**src/rtl/serial_word_loader_if.sv**
```systemverilog
// Bundle of the serial framing inputs and the word-load outputs of
// serial_word_loader. The slave modport is the loader itself; the master
// modport is whatever produces the bit stream and consumes the word.
interface serial_word_loader_if #(
    parameter int N = 4
);
    logic         sen;
    logic         sdi;
    logic         frm;
    logic         load;
    logic [N-1:0] word;
    logic         busy;
    logic         err;

    modport master (
        output sen, sdi, frm,
        input  load, word, busy, err
    );

    modport slave (
        input  sen, sdi, frm,
        output load, word, busy, err
    );
endinterface

```
**src/rtl/serial_word_loader.sv**
```systemverilog
// Serial-to-parallel word loader: assembles an N-bit MSB-first word from a
// strobed bit stream and hands it to a downstream load register with a
// one-cycle load strobe. A frame start inside a frame aborts it (err pulse)
// and restarts assembly from the sampled bit.
// Optional macro PARITY_EN: a trailing even-parity bit follows the N data
// bits; a parity failure pulses err instead of load.
module serial_word_loader #(
    parameter int N  = 4,
    parameter int CW = 3
) (
    input  logic              ck,
    input  logic              rn,
    serial_word_loader_if.slave bus
);
    localparam logic [1:0] ST_IDLE  = 2'd0;
    localparam logic [1:0] ST_SHIFT = 2'd1;
`ifdef PARITY_EN
    localparam logic [1:0] ST_PAR   = 2'd2;
`endif
    // Counter value seen on the edge that samples the final data bit.
    localparam logic [CW-1:0] CNT_LAST = CW'(N - 1);

    logic [1:0]    state_q, state_d;
    logic [N-1:0]  sr_q, sr_d;
    logic [CW-1:0] cnt_q, cnt_d;
    logic [N-1:0]  word_q, word_d;
    logic          load_q, load_d;
    logic          err_q, err_d;
    logic          busy_q, busy_d;
    logic [N-1:0]  sr_next;

    // Shift register with the current bit written at its MSB-first slot.
    always_comb begin
        sr_next = sr_q;
        for (int i = 0; i < N; i++) begin
            if (cnt_q == CW'(N - 1 - i)) begin
                sr_next[i] = bus.sdi;
            end
        end
    end

    // Framing state machine and next-value computation for all registers.
    always_comb begin
        state_d = state_q;
        sr_d    = sr_q;
        cnt_d   = cnt_q;
        word_d  = word_q;
        load_d  = 1'b0;
        err_d   = 1'b0;
        case (state_q)
            ST_IDLE: begin
                if (bus.sen && bus.frm) begin
                    sr_d    = {bus.sdi, {(N-1){1'b0}}};
                    cnt_d   = CW'(1);
                    state_d = ST_SHIFT;
                end
            end
            ST_SHIFT: begin
                if (bus.sen && bus.frm) begin
                    err_d   = 1'b1;
                    sr_d    = {bus.sdi, {(N-1){1'b0}}};
                    cnt_d   = CW'(1);
                end else if (bus.sen) begin
                    sr_d  = sr_next;
                    cnt_d = cnt_q + CW'(1);
                    if (cnt_q == CNT_LAST) begin
`ifdef PARITY_EN
                        state_d = ST_PAR;
`else
                        word_d  = sr_next;
                        load_d  = 1'b1;
                        cnt_d   = '0;
                        state_d = ST_IDLE;
`endif
                    end
                end
            end
`ifdef PARITY_EN
            ST_PAR: begin
                if (bus.sen && bus.frm) begin
                    err_d   = 1'b1;
                    sr_d    = {bus.sdi, {(N-1){1'b0}}};
                    cnt_d   = CW'(1);
                    state_d = ST_SHIFT;
                end else if (bus.sen) begin
                    // Even parity: data bits XOR parity bit must be zero.
                    if (((^sr_q) ^ bus.sdi) == 1'b0) begin
                        word_d = sr_q;
                        load_d = 1'b1;
                    end else begin
                        err_d = 1'b1;
                    end
                    cnt_d   = '0;
                    state_d = ST_IDLE;
                end
            end
`endif
            default: begin
                cnt_d   = '0;
                state_d = ST_IDLE;
            end
        endcase
        busy_d = (state_d != ST_IDLE);
    end

    // State and output registers; reset discards any partial frame.
    always_ff @(posedge ck or posedge rn) begin
        if (rn) begin
            state_q <= ST_IDLE;
            sr_q    <= '0;
            cnt_q   <= '0;
            word_q  <= '0;
            load_q  <= 1'b0;
            err_q   <= 1'b0;
            busy_q  <= 1'b0;
        end else begin
            state_q <= state_d;
            sr_q    <= sr_d;
            cnt_q   <= cnt_d;
            word_q  <= word_d;
            load_q  <= load_d;
            err_q   <= err_d;
            busy_q  <= busy_d;
        end
    end

    assign bus.load = load_q;
    assign bus.word = word_q;
    assign bus.busy = busy_q;
    assign bus.err  = err_q;
endmodule

```
**src/flat_wrapper.sv**
```systemverilog
// flat-port wrapper written by rule: the top's interface ports become plain ports
module serial_word_loader_flat 
#(
    parameter int N  = 4,
    parameter int CW = 3
)
  (ck, rn, bus_sen, bus_sdi, bus_frm, bus_load, bus_word, bus_busy, bus_err);
  serial_word_loader_if #(.N(N)) bus_i ();
  input  logic ck;
  input  logic rn;
  input wire logic [$bits(bus_i.sen)-1:0] bus_sen;
  input wire logic [$bits(bus_i.sdi)-1:0] bus_sdi;
  input wire logic [$bits(bus_i.frm)-1:0] bus_frm;
  output wire logic [$bits(bus_i.load)-1:0] bus_load;
  output wire logic [$bits(bus_i.word)-1:0] bus_word;
  output wire logic [$bits(bus_i.busy)-1:0] bus_busy;
  output wire logic [$bits(bus_i.err)-1:0] bus_err;
  assign bus_i.sen = bus_sen;
  assign bus_i.sdi = bus_sdi;
  assign bus_i.frm = bus_frm;
  assign bus_load = bus_i.load;
  assign bus_word = bus_i.word;
  assign bus_busy = bus_i.busy;
  assign bus_err = bus_i.err;
  serial_word_loader #(.N(N), .CW(CW)) u_core (.ck(ck), .rn(rn), .bus(bus_i));
endmodule
```
**config.mk**
```make
export PLATFORM = sky130hd
export DESIGN_NAME = serial_word_loader_flat
export DESIGN_NICKNAME = d
export VERILOG_FILES = /design/src/rtl/serial_word_loader_if.sv /design/src/rtl/serial_word_loader.sv /design/src/flat_wrapper.sv
export SDC_FILE = /design/constraint.sdc
export NUM_CORES = 1
export LEC_CHECK = 0
export BUFFER_PORTS_ARGS = -buffer_cell sky130_fd_sc_hd__clkbuf_2
export CELL_PAD_IN_SITES_DETAIL_PLACEMENT = 0
export CELL_PAD_IN_SITES_GLOBAL_PLACEMENT = 1
export CORE_MARGIN = 4
export CORE_UTILIZATION = 42
export CTS_CLUSTER_DIAMETER = 120
export DETAILED_ROUTE_END_ITERATION = 12
export MAX_ROUTING_LAYER = met4
export PLACE_DENSITY_LB_ADDON = 0.1
export SLEW_MARGIN = 20
export SYNTH_ARGS = -nofsm -noshare
export SYNTH_HDL_FRONTEND = slang
export SYNTH_SLANG_ARGS = --single-unit
```
**constraint.sdc**
```tcl
create_clock -name ck -period 1.7 [get_ports ck]
set_input_delay 0.255 -clock ck [delete_from_list [all_inputs] [get_ports ck]]
set_output_delay 0.255 -clock ck [all_outputs]
set_load 0.02 [all_outputs]
```
; Yosys cells after proc, flatten, opt, wreduce, memory -nomap -nowiden
; Cells that the tools add are included.
[totals]
word_cells = 47
register_bits = 16
output_inout_bits = 7
inputBits = 5
[op_classes]
mux = 24
n_reduce_logical = 8
eq_ne = 6
addsub = 1
bitwise_logic = 1
[ops]
columns = op, n
row1 = two-way mux 3 bit, 4
row2 = two-way mux 4 bit, 3
row3 = two-way mux 1 bit, 10
row4 = two-way mux 2 bit, 4
row5 = case mux 4 bit (2 select lines), 1
row6 = "equality test 3 x 2 -> 1 bit, second input constant", 2
row7 = case mux 3 bit (2 select lines), 1
row8 = case mux 2 bit (2 select lines), 1
row9 = AND reduction 4 bit, 1
row10 = nonzero test 2 bit, 2
row11 = "adder 3 x 1 -> 3 bit, second input constant", 1
row12 = "equality test 3 x 1 -> 1 bit, second input constant", 1
row13 = logical NOT 3 bit, 1
row14 = "!= test 3 x 2 -> 1 bit, second input constant", 1
row15 = AND reduction 3 bit, 1
row16 = "equality test 2 x 1 -> 1 bit, second input constant", 1
row17 = logical NOT 2 bit, 1
row18 = "!= test 2 x 1 -> 1 bit, second input constant", 1
row19 = AND reduction 2 bit, 1
row20 = logical AND 1 bit, 1
row21 = NOT 1 bit, 1

; Longest topological paths before layout
; Gate-level depths: netlist of run 1.
[depth]
ltp_word = 6
mapped_depth = 5
ltp_nobuf = 5

; Least setup slack after synthesis of run 1
; No wires, ideal clock.
[synth_timing]
path_kind = register -> register
start = register u_core.cnt_q[0]
end = register u_core.word_q[0] (netlist: u_core.bus.word[0])
setup_slack_ps = 198
stages_incl_launch_ff = 6
t_arrival_ps = 1377
path_buffers = 1
path_cell_list = dfrtp_1 > ha_1 > or2b_2 > nor2b_4 > buf_6 > mux2_2
[synth_via]
elab_chain_cells = 2
[synth_lines]
columns = element, line_no
row1 = "start, declared", serial_word_loader.sv:25  ; logic [CW-1:0] cnt_q, cnt_d;
row2 = "start signal, assigned", serial_word_loader.sv:119  ; cnt_q <= cnt_d;
row3 = equality test 3 x 2 -> 1 bit *, "serial_word_loader.sv:36, serial_word_loader.sv:66"
row4 = AND reduction 4 bit (no line) / two-way mux 1 bit (equally long branches), --
row5 = "end signal, assigned", serial_word_loader.sv:120  ; word_q <= word_d;
row6 = "end, declared", serial_word_loader.sv:26  ; logic [N-1:0] word_q, word_d;
; Every way passes the cells marked *; elsewhere a longest branch is shown, timed or not.
; A chain may end at the register's enable or synchronous reset.

; Final worst setup path of run 1
[layout_timing]
start = register u_core.cnt_q[0]
end = register u_core.word_q[3] (netlist: u_core.bus.word[3])
[layout_via]
elab_chain_cells = 2
[layout_lines]
columns = element, line_no
row1 = equality test 3 x 2 -> 1 bit / logical NOT 3 bit (equally long branches), "serial_word_loader.sv:66, serial_word_loader.sv:36"
row2 = AND reduction 4 bit (no line) / two-way mux 1 bit (equally long branches), --
; Several ways; a longest one is shown, not always the timed one.

==> out/results.ini, run 1 <==
[status]
status=complete, but fails checks
violations=hold timing

[global_routing]
grt_antenna_before_repair=0
grt-ovfl-total=0
grt_usage=0.1311
grt_pass1_vias=533
grt_max_degree=16
grt_pass1_wl_um=2352

[routing]
via_count=528
final_antenna_net_count=0
routed_wl_um=1413
wl_per_cell_um=13.21
first_pass_iters=4
drtIter0Drc=7
vias_per_cell=4.935
drc_errors=0

[timing]
fmax_mhz=635.5
hold-worst-slack_ps=-2.896
finClkSkew_ps=2.233
slew_violations=0
finalCritPeriodShare=0.9256
hold_viol_final=6
rsz0062_at_grt=no
timing.slew.headroom=0.5997
period_minus_slack_ps=1573
layout_setup_ws_ps=126.5
fin_setup_tns_ps=0
setup_viol=0
worst_pin_slew_ps=599.8

[synth]
synthCells=69
synth_common_cells=dfrtp_1, mux2_2, o21ai_0
yosysMostFrequentCell=dfrtp_1
synth_top_area_share=0.4785
avgSynthCellArea_um2=11.37
yosys.area.top_type=dfrtp_1
yosysSeqAreaShare=0.4785
netlist_area_um2=784.5
yosys.area_share.adder=0.06380
syn_nets=78
async_reset_ff_frac=1.000
synth_mux_area_frac=0.1148
synthSimpleGateAreaFrac=0.1882
synth_edf_count=0
synth_area_leaders=dfrtp_1, mux2_2, ha_1
synth_xor_area_frac=0
synth_top_family_by_area=simple AND/OR/NAND/NOR gates
ys_seq_elements=15
yosysWarnings=0
synth_compound_area_frac=0.09569
synth_cell_types=25
ys.flop_type=dfrtp_1

[place]
dp_hpwl_um=1061
io_buffers=11
globalplace.congestion=0.7863
pre_cts_ws_ps=99.43

[worst_hold_path]
hp-class=in -> async

[worst_setup_path]
crit_buf_inv=0
reg2reg_from=u_core.cnt_q[0]
worstSetupPathDepth=4
worstPathRequired_ps=1880
r2r_end=u_core.bus.word[3]
setup.worst_path.start=u_core.cnt_q[0]
crit_fanout=5
cp-start-kind=register
cp_slowest_stage_delay_ps=410
r2r_slack_ps=130
endpoint=u_core.bus.word[3]
path_cells=ha_1 > or2b_2 > nor2b_4 > mux2_2
critPathKind=reg -> reg
crit_family=simple AND/OR/NAND/NOR gates
critPathCaptureType=register
rr_worst_depth=4
cp.arrival_ps=1750
worst_path_max_delay_cell=dfrtp_1

[power]
vdd_ir_drop_max_mv=0.5557
p_leak_nw=0.4263
power.density_nw_per_um2=747.0

[final_layout]
diodes=0
nets=92
area_growth_pct=12.28
seqCellArea_um2=375.4
drive_gt1_frac=0.3659
n_fill_cell=173
multi_input_area_um2=369.1

[die]
die_w_um=51.22
initial_core_util=0.4495
die_h_um=51.22
die_area_um2=2623
core_um2=1745
io_pins=12
placementRows=15

[clock_network]
post_cts_buffers=0
hold_buffers=0
cts.clk_slew.worst_paths_ps=90
cts_resized=0
cts.htree.levels=1
tritoncts=done
clk_path_buf_depth=2
cts_made_buffers=3
cts_root_buf=clkbuf_4
insertion_delay_ps=290
cts.sinks=15

[flow_run]
maxCapViolCount=0

[cell families after synthesis]
kind of cell    after synthesis
mux                           8
other cells                   1
flops                        15
fa+ha+maj                     4
buf+inv                       7
compound gates               13
simple gates                 21
[sequential cells by signal (all words and copies together), names as in the netlist]
register and flops:
u_core.bus.word 4, u_core.cnt_q 3, u_core.sr_q 3, u_core.state_q 2, u_core.bus.busy 1, u_core.bus.err 1
u_core.bus.load 1
[report_power, final]
part / internal [mW] / switching [mW]
sequential: 0.369 / 0.00981
combinational: 0.0304 / 0.0402
clock: 0.0876 / 0.121
total: 0.487 / 0.171
[per-layer routing]
layer,up-vias,routed length (um),track usage
met1,250,661,0.1494
met2,11,645,0.1996
met3,5,55,0.02624
met5,-,0,-
met4,0,49,0.1048
li1,262,-,-
[worst min path at each step]
stage / to / slack (ps) / depth (start not counted)
CTS: u_core.cnt_q[2] / 10 / 2
detailed placement: u_core.bus.busy / 340 / 2
floorplan: u_core.bus.busy / 160 / 1
global placement: u_core.bus.busy / 320 / 2
global route: u_core.sr_q[3] / 0.8 / 2
finish: u_core.sr_q[3] / -3 / 2
[cell type report]
class | count | share of cell area
clock inverters | 1 | 0.005682
inverters | 4 | 0.01705
well taps | 25 | 0.03551
clock buffers | 3 | 0.02557
repair buffers | 12 | 0.07102
multi-input cells | 47 | 0.4190
flip-flops and latches | 15 | 0.4261
[worst register-to-register path, stage by stage, from the launching register on]
cell and delay (ps):
dfrtp_1 410, ha_1 180, or2b_2 340, nor2b_4 180, mux2_2 350
[cells in the final DEF (no fill, tap or decap)]
cell type / n
ha_1: 4
o211ai_1: 1
clkinv_2: 1
nand3_1: 1
nor2b_1: 3
o21ai_0: 6
nor3b_1: 2
mux2_2: 8
nand3b_1: 1
nor2_1: 2
nor2b_4: 1
nor2b_2: 1
and3b_1: 1
dfrtp_1: 15
buf_4: 1
or2b_2: 1
a21oi_1: 4
and4bb_4: 1
and3_2: 1
clkbuf_4: 3
a221o_2: 1
nand4b_1: 1
a31oi_1: 1
conb_1: 1
nand2b_1: 2
inv_1: 4
nand2_1: 3
clkbuf_2: 11
[metrics by stage]
step / cell area (um2) / std cells / power (mW) / util
after floorplan: 784.5 / 69 / 0.4347 / -
after global placement: 850.8 / 103 / 0.4583 / 0.4875
after detailed placement: 850.8 / 103 / 0.4577 / 0.4875
after CTS: 878.3 / 107 / 0.6728 / 0.5032
after global routing: 880.8 / 107 / 0.7041 / 0.5047
final: 880.8 / 107 / 0.6580 / 0.5047
(Power assumes the default switching activity.)
==> run 2, diff against run 1 <==
--- a/config.mk
+++ b/config.mk
@@ -6,14 +6,13 @@
 export NUM_CORES = 1
 export LEC_CHECK = 0
 export BUFFER_PORTS_ARGS = -buffer_cell sky130_fd_sc_hd__clkbuf_2
-export CELL_PAD_IN_SITES_DETAIL_PLACEMENT = 0
-export CELL_PAD_IN_SITES_GLOBAL_PLACEMENT = 1
 export CORE_MARGIN = 4
-export CORE_UTILIZATION = 42
+export CORE_UTILIZATION = 45
+export CTS_BUF_LIST = sky130_fd_sc_hd__clkbuf_8 sky130_fd_sc_hd__clkbuf_16
 export CTS_CLUSTER_DIAMETER = 120
 export DETAILED_ROUTE_END_ITERATION = 12
 export MAX_ROUTING_LAYER = met4
-export PLACE_DENSITY_LB_ADDON = 0.1
+export PLACE_DENSITY = 0.66
 export SLEW_MARGIN = 20
 export SYNTH_ARGS = -nofsm -noshare
 export SYNTH_HDL_FRONTEND = slang
==> run 2 against run 1 <==
  * The run now ends clean
  * Sequential share of layout area shrank 0.30 points
  * Power grew 11%
  * Routed wire length shrank 3.8%
  * Register-to-register slack lost 40 ps
  * Clock-buffer cell count is the same
  * Clock skew shrank 0.86 ps
  * Cell count shrank 8.4%
  * Critical endpoint is now u_core.bus.word[1]
  * Highest routed layer unchanged
==> out/results.ini, run 2 (same netlist as run 1, synthesis figures left out) <==
[worst_setup_path]
r2r_end=u_core.bus.word[1]
critPathCaptureType=register
crit_fanout=4
r2r_slack_ps=90
worstPathRequired_ps=1830
cp.arrival_ps=1740
critPathKind=reg -> reg
cp-start-kind=register
reg2reg_from=u_core.cnt_q[0]
rr_worst_depth=5

[timing]
finClkSkew_ps=1.377
rsz0062_at_grt=no
fmax_mhz=621.6
worst_pin_slew_ps=561.6
hold-worst-slack_ps=32.23
slew_violations=0
period_minus_slack_ps=1609
layout_setup_ws_ps=91.33
finalCritPeriodShare=0.9463
timing.slew.headroom=0.6252
fin_setup_tns_ps=0
hold_viol_final=0
setup_viol=0

[status]
status=finished clean

[final_layout]
final_common_cell=dfrtp_1
largest_register_ffs=4
diodes=0
nets=92
n_fill_cell=147
area_growth_pct=13.08
drive_gt1_frac=0.3537
final_cell_mix=dfrtp_1, clkbuf_2, mux2_2

[routing]
final_antenna_net_count=0
first_pass_iters=4
drc_errors=0
vias_per_cell=5.541
via_count=543
routed_wl_um=1360
drtIter0Drc=26
wl_per_cell_um=13.88

[clock_network]
hold_buffers=0
cts.htree.levels=1
cts_made_buffers=3
cts_root_buf=clkbuf_8
post_cts_buffers=0
cts.clk_slew.worst_paths_ps=60
insertion_delay_ps=250
clk_path_buf_depth=2
tritoncts=done
cts.sinks=15

[die]
initial_core_util=0.4976
placementRows=14
io_pins=12
die_area_um2=2476
core_um2=1577
die_h_um=49.76
die_w_um=49.76

[global_routing]
grt-ovfl-total=0
grt_pass1_vias=526
grt_max_degree=16
grt_usage=0.1325
grt_pass1_wl_um=2387
grt_antenna_before_repair=0

[flow_run]
maxCapViolCount=0

[power]
power.density_nw_per_um2=823.0
vdd_ir_drop_max_mv=0.4538
p_leak_nw=0.4355

[place]
pre_cts_ws_ps=66.03
globalplace.congestion=0.7460
dp_hpwl_um=1028
io_buffers=11

[worst_hold_path]
hp-class=in -> async

-- run 2: changes by cell type in the layout (fill, tap and decap cells not counted), sizes merged --
cell,previous run,this run
clkinv,1,0
inv,4,5
-- run 2: worst max path at each step --
stage | start | to | slack, ps | cells after the start
finish | u_core.cnt_q[0] | u_core.bus.word[1] | 90 | 5
CTS | u_core.cnt_q[0] | u_core.bus.word[1] | 50 | 5
global placement | u_core.cnt_q[0] | u_core.bus.word[1] | 90 | 5
detailed placement | u_core.cnt_q[0] | u_core.bus.word[1] | 70 | 5
floorplan | u_core.cnt_q[0] | u_core.bus.word[0] | 200 | 5
global route | u_core.cnt_q[0] | u_core.bus.word[1] | 20 | 5
-- run 2: area by class of cell --
cell class | count | area [um2] | area share
Sequential cell | 15 | 375.4 | 0.4231
Multi-Input combinational cell | 47 | 369.1 | 0.4161
Timing Repair Buffer | 12 | 62.56 | 0.07052
Clock buffer | 3 | 41.29 | 0.04654
Tap cell | 16 | 20.02 | 0.02257
Inverter | 4 | 15.01 | 0.01693
Clock inverter | 1 | 3.754 | 0.004231
-- run 2: critical path, stage by stage, from the launching register on --
cell and delay [ps]:
dfrtp_1 410, inv_1 140, ha_1 160, nor2b_2 180, mux2_2 350, mux2_2 260
-- run 2: metrics by stage --
| step | instances | utilization | area, um2 | total power [mW] |
|---|---|---|---|---|
| floorplan | 69 | - | 784.5 | 0.4347 |
| global placement | 94 | 0.5325 | 839.6 | 0.4565 |
| detailed placement | 94 | 0.5325 | 839.6 | 0.4571 |
| CTS | 98 | 0.5611 | 884.6 | 0.7387 |
| global route | 98 | 0.5627 | 887.1 | 0.7700 |
| finish | 98 | 0.5627 | 887.1 | 0.7301 |
-- run 2: per-layer routing --
layer	routed length [um]	GRT usage	vias up
met4	27	0.08295	0
met2	606	0.1828	18
li1	-	-	267
met1	663	0.1758	254
met5	0	-	-
met3	63	0.02711	4
-- run 2: power breakdown --
group	internal [mW]	switching, mW	leakage (nW)	total (mW)
sequential	0.370	0.00976	0.202	0.380
combinational	0.0302	0.0398	0.206	0.0700
clock	0.160	0.120	0.0269	0.280
-- run 2: repair_timing --
| action | 4_1_cts | 5_1_grt |
|---|---|---|
| setup endpoints to repair | 0 | 1 |
| resized for setup | 0 | 1 |
| hold endpoints to repair | 0 | 0 |
